$ cat src/rtl/ccsds_turbo_dec_source_pp_pkg.sv
// ccsds_turbo_dec_source_pp_pkg: code-rate encodings and group-length helper for the turbo decoder input stage
package ccsds_turbo_dec_source_pp_pkg;
   typedef enum logic [1:0] {
      cCODE_1by2 = 2'd0,
      cCODE_1by3 = 2'd1,
      cCODE_1by4 = 2'd2,
      cCODE_1by6 = 2'd3
   } code_t;
   function automatic logic [2:0] get_code_len(input logic [1:0] code);
      return (code == cCODE_1by2) ? 3'd2 : (code == cCODE_1by3) ? 3'd3 : (code == cCODE_1by4) ? 3'd4 : 3'd6;
   endfunction
endpackage

$ cat src/rtl/ccsds_turbo_dec_source_pp_if.sv
// ccsds_turbo_dec_source_pp_if: LLR input stream, bank release and RAM write bus of the input stage
interface ccsds_turbo_dec_source_pp_if #(parameter int pLLR_W = 5, pADDR_W = 8, pLLR_N = 1, pTAG_W = 2);
   logic                          iclkena, isop, ieop, ival, irelease;
   logic [1:0]                    icode;
   logic [pADDR_W-1:0]            ilen;
   logic [pTAG_W-1:0]             itag;
   logic [pLLR_N-1:0][pLLR_W-1:0] iLLR;
   logic                          ordy, obusy, owrite, owbank, owdone;
   logic [pADDR_W-1:0]            owaddr;
   logic [pLLR_W-1:0]             osLLR;
   logic [2:0][pLLR_W-1:0]        oa0LLR, oa1LLR;
   logic [pTAG_W-1:0]             owtag;
   logic [1:0]                    oerr;
   modport slave (input iclkena, isop, ieop, ival, irelease, icode, ilen, itag, iLLR,
                  output ordy, obusy, owrite, owbank, owdone, owaddr, osLLR, oa0LLR, oa1LLR, owtag, oerr);
   modport master (output iclkena, isop, ieop, ival, irelease, icode, ilen, itag, iLLR,
                   input ordy, obusy, owrite, owbank, owdone, owaddr, osLLR, oa0LLR, oa1LLR, owtag, oerr);
endinterface

$ cat src/rtl/ccsds_turbo_dec_source_pp_bank_ctrl.sv
// ccsds_turbo_dec_source_pp_bank_ctrl: ping-pong bank full/free tracking with write/read bank pointers
module ccsds_turbo_dec_source_pp_bank_ctrl (
   input  logic iclk,
   input  logic ireset_n,
   input  logic iclkena,
   input  logic icommit,
   input  logic irelease,
   output logic owbank,
   output logic ordy,
   output logic ofull
);
   logic [1:0] r_full, w_full;
   logic       r_wbank, r_rbank, w_rel, w_wbank;
   assign w_rel   = irelease & r_full[r_rbank];
   assign w_wbank = r_wbank ^ icommit;
   assign owbank  = r_wbank;
   assign ofull   = |r_full;
   // next full flags: commit marks the write bank, release frees the read bank (never the same bank)
   always_comb begin
      w_full = r_full;
      if (icommit) w_full[r_wbank] = 1'b1;
      if (w_rel) w_full[r_rbank] = 1'b0;
   end
   // bank state and registered ready
   always_ff @(posedge iclk or negedge ireset_n)
      if (!ireset_n) begin
         r_full  <= '0;
         r_wbank <= 1'b0;
         r_rbank <= 1'b0;
         ordy    <= 1'b0;
      end else if (iclkena) begin
         r_full  <= w_full;
         r_wbank <= w_wbank;
         r_rbank <= r_rbank ^ w_rel;
         ordy    <= !w_full[w_wbank];
      end
endmodule

$ cat src/rtl/ccsds_turbo_dec_source_pp.sv
// ccsds_turbo_dec_source_pp: regroups LLR beats into S/A0/A1 duobit words and writes them to ping-pong banks
module ccsds_turbo_dec_source_pp
   import ccsds_turbo_dec_source_pp_pkg::*;
#(parameter int pLLR_W = 5, pLLR_FP = 2, pADDR_W = 8, pLLR_N = 1, pTAG_W = 2)
(
   input logic iclk,
   input logic ireset_n,
   ccsds_turbo_dec_source_pp_if.slave io
);
   typedef struct packed {
      logic [pLLR_W-pLLR_FP-1:0] i;
      logic [pLLR_FP-1:0]        f;
   } bit_llr_t;
   localparam int cDEPTH = 6 + pLLR_N - 1;
   localparam int cIW = $clog2(cDEPTH);
   bit_llr_t [cDEPTH-1:0] r_sr, w_sr;
   bit_llr_t [5:0]        w_g, r_s1_g;
   logic [3:0]            r_cnt, w_cnt, w_off, w_rem;
   logic [2:0]            w_n;
   logic [1:0]            r_code, w_code, r_s1_code, r_s1_err;
   logic [pADDR_W-1:0]    r_len, w_lenv, r_addr, w_abase, r_s1_addr;
   logic [pADDR_W:0]      r_wcnt, w_wb, w_wcnt;
   logic [pTAG_W-1:0]     r_tag, r_s1_tag;
   logic [pLLR_W-1:0]     w_s;
   logic [2:0][pLLR_W-1:0] w_a0, w_a1;
   logic r_inframe, w_acc, w_sop, w_emit, w_done, w_err0, r_s1_val, r_s1_done, w_wbank, w_ordy, w_full;
   assign w_acc   = io.ival & (io.isop ? w_ordy : r_inframe);
   assign w_sop   = w_acc & io.isop;
   assign w_done  = w_acc & io.ieop;
   assign w_code  = w_sop ? io.icode : r_code;
   assign w_lenv  = w_sop ? io.ilen : r_len;
   assign w_n     = get_code_len(w_code);
   assign w_cnt   = (w_sop ? 4'd0 : r_cnt) + 4'(pLLR_N);
   assign w_emit  = w_acc & (w_cnt >= {1'b0, w_n});
   assign w_off   = w_cnt - {1'b0, w_n};
   assign w_rem   = w_emit ? w_off : w_cnt;
   assign w_abase = w_sop ? '0 : r_addr;
   assign w_wb    = w_sop ? '0 : r_wcnt;
   assign w_wcnt  = w_wb + {{pADDR_W{1'b0}}, w_emit & ~(&w_wb)};
   assign w_err0  = w_wcnt != ({1'b0, w_lenv} + (pADDR_W+1)'(1));
   assign io.ordy  = w_ordy;
   assign io.obusy = w_full | r_inframe | r_s1_done;
   // shift in the beat (newest LLR at index 0) and pick the oldest complete group
   always_comb begin
      w_sr = r_sr << (pLLR_N * pLLR_W);
      for (int k = 0; k < pLLR_N; k++) w_sr[pLLR_N-1-k] = io.iLLR[k];
      for (int j = 0; j < 6; j++) w_g[j] = (3'(j) < w_n) ? w_sr[cIW'(w_off + {1'b0, w_n} - 4'(j + 1))] : '0;
   end
   // group-to-port mapping per code rate; 1/2 alternates its parity between A0 and A1 by address
   always_comb begin
      w_s     = r_s1_g[0];
      w_a0    = '0;
      w_a1    = '0;
      w_a0[0] = (r_s1_code == cCODE_1by2) ? (r_s1_addr[0] ? '0 : r_s1_g[1]) :
                (r_s1_code == cCODE_1by4) ? '0 : r_s1_g[1];
      w_a0[1] = (r_s1_code == cCODE_1by4) ? r_s1_g[1] : (r_s1_code == cCODE_1by6) ? r_s1_g[2] : '0;
      w_a0[2] = (r_s1_code == cCODE_1by4) ? r_s1_g[2] : (r_s1_code == cCODE_1by6) ? r_s1_g[3] : '0;
      w_a1[0] = (r_s1_code == cCODE_1by2) ? (r_s1_addr[0] ? r_s1_g[1] : '0) :
                (r_s1_code == cCODE_1by3) ? r_s1_g[2] : (r_s1_code == cCODE_1by4) ? r_s1_g[3] : r_s1_g[4];
      w_a1[2] = (r_s1_code == cCODE_1by6) ? r_s1_g[5] : '0;
   end
   // frame state: shift register, fill counter, address, write count and frame parameters
   always_ff @(posedge iclk or negedge ireset_n)
      if (!ireset_n) begin
         r_sr      <= '0;
         r_cnt     <= '0;
         r_code    <= '0;
         r_len     <= '0;
         r_tag     <= '0;
         r_addr    <= '0;
         r_wcnt    <= '0;
         r_inframe <= 1'b0;
      end else if (io.iclkena && w_acc) begin
         r_sr      <= w_sr;
         r_cnt     <= w_rem;
         r_code    <= w_code;
         r_len     <= w_lenv;
         r_tag     <= w_sop ? io.itag : r_tag;
         r_addr    <= w_abase + pADDR_W'(w_emit);
         r_wcnt    <= w_wcnt;
         r_inframe <= !io.ieop;
      end
   // stage 1: capture the emitted group and end-of-frame status, zeroed when idle
   always_ff @(posedge iclk or negedge ireset_n)
      if (!ireset_n) begin
         r_s1_val  <= 1'b0;
         r_s1_g    <= '0;
         r_s1_code <= '0;
         r_s1_addr <= '0;
         r_s1_done <= 1'b0;
         r_s1_tag  <= '0;
         r_s1_err  <= '0;
      end else if (io.iclkena) begin
         r_s1_val  <= w_emit;
         r_s1_g    <= w_emit ? w_g : '0;
         r_s1_code <= w_code;
         r_s1_addr <= w_emit ? w_abase : '0;
         r_s1_done <= w_done;
         r_s1_tag  <= w_done ? (w_sop ? io.itag : r_tag) : '0;
         r_s1_err  <= w_done ? {w_rem != 4'd0, w_err0} : 2'b00;
      end
   // stage 2: registered RAM write bus and frame completion
   always_ff @(posedge iclk or negedge ireset_n)
      if (!ireset_n) begin
         io.owrite <= 1'b0;
         io.owbank <= 1'b0;
         io.owaddr <= '0;
         io.osLLR  <= '0;
         io.oa0LLR <= '0;
         io.oa1LLR <= '0;
         io.owdone <= 1'b0;
         io.owtag  <= '0;
         io.oerr   <= '0;
      end else if (io.iclkena) begin
         io.owrite <= r_s1_val;
         io.owbank <= w_wbank;
         io.owaddr <= r_s1_addr;
         io.osLLR  <= w_s;
         io.oa0LLR <= w_a0;
         io.oa1LLR <= w_a1;
         io.owdone <= r_s1_done;
         io.owtag  <= r_s1_tag;
         io.oerr   <= r_s1_err;
      end
   ccsds_turbo_dec_source_pp_bank_ctrl u_bank (
      .iclk     (iclk),
      .ireset_n (ireset_n),
      .iclkena  (io.iclkena),
      .icommit  (r_s1_done),
      .irelease (io.irelease),
      .owbank   (w_wbank),
      .ordy     (w_ordy),
      .ofull    (w_full)
   );
endmodule

$ cat src/flat_wrapper.sv
// flat-port wrapper written by rule: the top's interface ports become plain ports
module ccsds_turbo_dec_source_pp_flat import ccsds_turbo_dec_source_pp_pkg::*;
#(parameter int pLLR_W = 5, pLLR_FP = 2, pADDR_W = 8, pLLR_N = 1, pTAG_W = 2)
  (iclk, ireset_n, io_iclkena, io_isop, io_ieop, io_ival, io_irelease, io_icode, io_ilen, io_itag, io_iLLR, io_ordy, io_obusy, io_owrite, io_owbank, io_owdone, io_owaddr, io_osLLR, io_oa0LLR, io_oa1LLR, io_owtag, io_oerr);
  ccsds_turbo_dec_source_pp_if #(.pLLR_W(pLLR_W), .pADDR_W(pADDR_W), .pLLR_N(pLLR_N), .pTAG_W(pTAG_W)) io_i ();
  input logic iclk;
  input logic ireset_n;
  input wire logic [$bits(io_i.iclkena)-1:0] io_iclkena;
  input wire logic [$bits(io_i.isop)-1:0] io_isop;
  input wire logic [$bits(io_i.ieop)-1:0] io_ieop;
  input wire logic [$bits(io_i.ival)-1:0] io_ival;
  input wire logic [$bits(io_i.irelease)-1:0] io_irelease;
  input wire logic [$bits(io_i.icode)-1:0] io_icode;
  input wire logic [$bits(io_i.ilen)-1:0] io_ilen;
  input wire logic [$bits(io_i.itag)-1:0] io_itag;
  input wire logic [$bits(io_i.iLLR)-1:0] io_iLLR;
  output wire logic [$bits(io_i.ordy)-1:0] io_ordy;
  output wire logic [$bits(io_i.obusy)-1:0] io_obusy;
  output wire logic [$bits(io_i.owrite)-1:0] io_owrite;
  output wire logic [$bits(io_i.owbank)-1:0] io_owbank;
  output wire logic [$bits(io_i.owdone)-1:0] io_owdone;
  output wire logic [$bits(io_i.owaddr)-1:0] io_owaddr;
  output wire logic [$bits(io_i.osLLR)-1:0] io_osLLR;
  output wire logic [$bits(io_i.oa0LLR)-1:0] io_oa0LLR;
  output wire logic [$bits(io_i.oa1LLR)-1:0] io_oa1LLR;
  output wire logic [$bits(io_i.owtag)-1:0] io_owtag;
  output wire logic [$bits(io_i.oerr)-1:0] io_oerr;
  assign io_i.iclkena = io_iclkena;
  assign io_i.isop = io_isop;
  assign io_i.ieop = io_ieop;
  assign io_i.ival = io_ival;
  assign io_i.irelease = io_irelease;
  assign io_i.icode = io_icode;
  assign io_i.ilen = io_ilen;
  assign io_i.itag = io_itag;
  assign io_i.iLLR = io_iLLR;
  assign io_ordy = io_i.ordy;
  assign io_obusy = io_i.obusy;
  assign io_owrite = io_i.owrite;
  assign io_owbank = io_i.owbank;
  assign io_owdone = io_i.owdone;
  assign io_owaddr = io_i.owaddr;
  assign io_osLLR = io_i.osLLR;
  assign io_oa0LLR = io_i.oa0LLR;
  assign io_oa1LLR = io_i.oa1LLR;
  assign io_owtag = io_i.owtag;
  assign io_oerr = io_i.oerr;
  ccsds_turbo_dec_source_pp #(.pLLR_W(pLLR_W), .pLLR_FP(pLLR_FP), .pADDR_W(pADDR_W), .pLLR_N(pLLR_N), .pTAG_W(pTAG_W)) u_core (.iclk(iclk), .ireset_n(ireset_n), .io(io_i));
endmodule
$ cat config.mk
export PLATFORM = sky130hd
export DESIGN_NAME = ccsds_turbo_dec_source_pp_flat
export DESIGN_NICKNAME = d
export VERILOG_FILES = /design/src/rtl/ccsds_turbo_dec_source_pp_pkg.sv /design/src/rtl/ccsds_turbo_dec_source_pp_if.sv /design/src/rtl/ccsds_turbo_dec_source_pp_bank_ctrl.sv /design/src/rtl/ccsds_turbo_dec_source_pp.sv /design/src/flat_wrapper.sv
export SDC_FILE = /design/constraint.sdc
export NUM_CORES = 1
export LEC_CHECK = 0
export CAP_MARGIN = 10
export CORE_ASPECT_RATIO = 2
export CORE_MARGIN = 5
export CORE_UTILIZATION = 52
export DETAILED_ROUTE_END_ITERATION = 16
export PLACE_DENSITY_LB_ADDON = 0.05
export SLEW_MARGIN = 20
export SYNTH_ARGS = -nofsm -noshare
export SYNTH_HDL_FRONTEND = slang
export SYNTH_HIERARCHICAL = 1
export SYNTH_SLANG_ARGS = --single-unit
$ cat constraint.sdc
create_clock -name iclk -period 5 [get_ports iclk]
set_input_delay 1.25 -clock iclk [delete_from_list [all_inputs] [get_ports iclk]]
set_output_delay 1.25 -clock iclk [all_outputs]
set_load 0.02 [all_outputs]
==> flow_metrics.tcl, run 1 <==
set metrics [dict create \
    avgSynthCellArea_um2 10.4 \
    wl_per_cell_um 19.4 \
    p_switching_w 0.00321 \
    ys.flop_type "dfrtp_1" \
    num_rows 64 \
    clockBufferDepth 2 \
    reg2reg_from "u_core/u_bank/ordy" \
    path_clk_slew_ns 0.07 \
    maxCapViolCount 0 \
    critical_path_arrival_ns 5.14 \
    skew_ns 0.0103 \
    synth_area_um2 8130 \
    port_buffers 70 \
    firstDrtPassIters 5 \
    drv_slew 0 \
    final_layout_size_suffix_gt1_frac 0.171 \
    vias 6418 \
    fillCellCount 1260 \
    dp_hpwl_mm 15.4 \
    yosys_register_bits 155 \
    cp-end-kind "flop" \
    worst_pin_slew_ns 0.980 \
    grt_overflow_total 0 \
    ios 76 \
    grt_max_degree 89 \
    yosysSeqAreaShare 0.477 \
    power_w 0.00815 \
    clock_sinks 155 \
    grt_pass1_wl_mm 34.9 \
    min_from "u_core/r_addr[0]" \
    dp_slack_ns -0.422 \
    utilization 0.658 \
    via_per_inst 5.85 \
    power.density_nw_per_um2 806 \
    synthCells 784 \
    wirelength_mm 21.3 \
    worst-path-max-fanout 4 \
    htreeDepth 4 \
    grt_usage 0.239 \
    cp.required_ns 5.30 \
    cts-root-buf "clkbuf_16" \
    worst_slack_ns 0.158 \
    swShare 0.393 \
    power.leakage_nw 4.75 \
    status "finished, final reports clean" \
    internal_power_w 0.00495 \
    r2r_slack_ns 0.96 \
    tritoncts "yes" \
    gp_congestion 0.875 \
    clock_latency_ns 0.43 \
    synth_enable_flop_cells 0 \
    die_area_um2 18400 \
    grt_pass1_vias 6750 \
    timing_hold_violations_final 0 \
    fp.dieW_um 98.4 \
    nets 924 \
    crit_type "in2reg" \
    reg2reg_to "u_core/r_s1_err[0]" \
    multi_input_area_um2 4090 \
    crit_family "simple AND/OR/NAND/NOR gates" \
    numCtsBuffers 17 \
    min_to "u_core/r_addr[0]" \
    async_reset_ff_frac 1.00 \
    drtIter0Drc 245 \
    rr_worst_depth 18 \
    min_delay_path_depth 2 \
    fp.dieH_um 187 \
    antenna_found_initial 0 \
    p_clk_frac 0.179 \
    core_um2 15400 \
    seq_area_um2 3880 \
    cp_slowest_stage_delay_ns 0.48 \
    ir_drop_v 0.000672 \
    fin_hold_ws_ns 0.474 \
    fin_crit_ns 4.84 \
    max_freq_mhz 207 \
    combPwrFrac 0.587 \
    relSlewSlack 0.347 \
    fin_crit_sh 0.968 \
    seqPwrFrac 0.235 \
    path_buf_inv 2 \
    crit_path_start_kind "input pin" \
    antenna_cells 0 \
    synth_cell_types 53 \
    synth_warnings 6 \
    setup_viol 0 \
    critPathSlowestCell "clkdlybuf4s50_1" \
    cp_cell_sequence "clkdlybuf4s50_1 -> and3_4 -> mux2i_4 -> nor2b_4 -> ha_2 -> inv_1 -> fa_2 -> a21o_1 -> a2111oi_4 -> o22ai_2 -> nand2_2 -> a31oi_1 -> ha_2 -> ha_4 -> xor2_1 -> xnor2_1 -> or3_1 -> nor4_2 -> a31oi_1" \
    drc_errors 0 \
    area_growth_pct 24.6 \
    start_util 0.529 \
    antenna_left 0 \
    hold_path.class "reg2reg" \
]
-- kinds of logic after synthesis --
group | after synthesis | synth area share
and+or+nand+nor | 243 | 0.132
adders and majority gates | 13 | 0.0209
other | 1 | 0.000461
buffers and inverters | 67 | 0.0339
DFF | 155 | 0.477
AOI/OAI and AO/OA | 149 | 0.131
muxes | 123 | 0.162
xor gates and xnor gates | 33 | 0.0428
-- power by group through the flow --
| stage | Clock, W | Sequential [W] | Combinational, W |
|---|---|---|---|
| 2_1_floorplan | 0 | 0.00191 | 0.00283 |
| 3_3_place_gp | 0 | 0.00191 | 0.00468 |
| 3_5_place_dp | 0 | 0.00193 | 0.00475 |
| 4_1_cts | 0.00149 | 0.00191 | 0.00477 |
| 5_1_grt | 0.00155 | 0.00196 | 0.00512 |
| 6_report | 0.00146 | 0.00191 | 0.00478 |
-- cells in the final DEF, fill, tap and decap left out, types with 6 or more instances in the layout --
master / instances
a21oi_1: 24
nor2b_1: 7
a31oi_1: 10
and2_1: 6
dfrtp_1: 155
xnor2_1: 16
nor3_1: 9
o31ai_1: 7
a22o_1: 8
nor2_1: 24
buf_4: 58
mux2i_1: 85
xor2_1: 13
mux2_2: 35
o21ai_0: 20
clkbuf_16: 17
inv_1: 15
and3_1: 7
clkdlybuf4s50_1: 67
nand2_1: 143
o2bb2ai_1: 47
nand3_1: 18
nand4_1: 8
ha_1: 9
-- cell type report --
type                            instances  area share
Clock buffer                           17      0.0420
Clock inverter                         15      0.0235
Inverter                               17     0.00630
Multi-Input combinational cell        566       0.404
Sequential cell                       155       0.383
Tap cell                              198      0.0245
Timing Repair Buffer                  130       0.116
-- worst min-delay path, delay by kind of cell, from the launching register on --
family           cells  cell delay [ns]
DFF                  1             0.34
and+or+nand+nor      2             0.10
-- worst max path at each step --
stage | from | slack (ns) | cells after the start | end
2_1_floorplan | io_ival | 0.007 | 20 | u_core/r_s1_err[0]
3_3_place_gp | io_ival | -0.36 | 19 | u_core/r_s1_err[0]
3_5_place_dp | io_ival | -0.42 | 19 | u_core/r_s1_err[0]
4_1_cts | io_ival | 0.03 | 19 | u_core/r_s1_err[0]
5_1_grt | io_isop | -0.02 | 19 | u_core/r_s1_err[0]
6_report | io_isop | 0.16 | 19 | u_core/r_s1_err[0]
-- Yosys cell counts, types with 7 or more instances --
cell type	n	area, um^2
clkbuf_1	35	131
a22o_1	8	70.1
xnor2_1	16	140
o21ai_0	21	105
nand3_1	19	95.1
mux2i_1	85	851
nand4_1	8	50.1
o2bb2ai_1	47	412
xor2_1	13	114
mux2_2	35	394
and3_1	8	50.1
ha_1	12	150
inv_1	15	56.3
a21oi_1	25	125
nand2_1	146	548
a31oi_1	10	62.6
nor2_1	24	90.1
nor3_1	9	45.0
o31ai_1	7	52.6
nor2b_1	8	50.1
dfrtp_1	155	3880
-- stage by stage --
stage	cells	instance area, um^2	TNS, ns
floorplan	788	8210	0
global placement	1061	9380	-1.23
detailed placement	1061	9380	-2.13
CTS	1093	10000	0
global route	1098	10100	-0.0226
finish	1098	10100	0
-- layer usage --
layer  vias to the layer above  track usage  wire length [um]
met5                         -            0                 0
met2                       156        0.448             12100
met4                         0        0.122              1010
met1                      3203        0.253              7640
li1                       3002            -                 -
met3                        57       0.0336               621
-- state kept, by name, summed over array words and instances, names as in the netlist, 2 cells and up --
register / flops
u_core/r_len: 8
u_core/r_cnt: 4
u_core/r_s1_g: 30
u_core/r_tag: 2
u_core/r_s1_err: 2
u_core/u_bank/r_full: 2
u_core/r_s1_addr: 8
u_core/r_code: 2
u_core/r_s1_tag: 2
u_core/r_addr: 8
u_core/io.owaddr: 8
u_core/io.oerr: 2
u_core/io.osLLR: 5
u_core/io.owtag: 2
u_core/r_wcnt: 9
u_core/io.oa1LLR: 10
u_core/r_sr: 25
u_core/r_s1_code: 2
u_core/io.oa0LLR: 15
-- timing repair --
action / CTS / global route
endpoints found under the setup margin: 0 / 3
buffers inserted: 0 / 5
hold buffers: 0 / 0
resized for setup: 0 / 11
Note: power is estimated with default switching activity, not from simulation.
==> inputs of run 2 (changes only) <==
--- a/config.mk
+++ b/config.mk
@@ -5,6 +5,7 @@
 export SDC_FILE = /design/constraint.sdc
 export NUM_CORES = 1
 export LEC_CHECK = 0
+export ABC_CLOCK_PERIOD_IN_PS = 5000
 export CAP_MARGIN = 10
 export CORE_ASPECT_RATIO = 2
 export CORE_MARGIN = 5
==> results of run 2 <==
The final DEF is identical to that of run 1; final timing and power are the same.
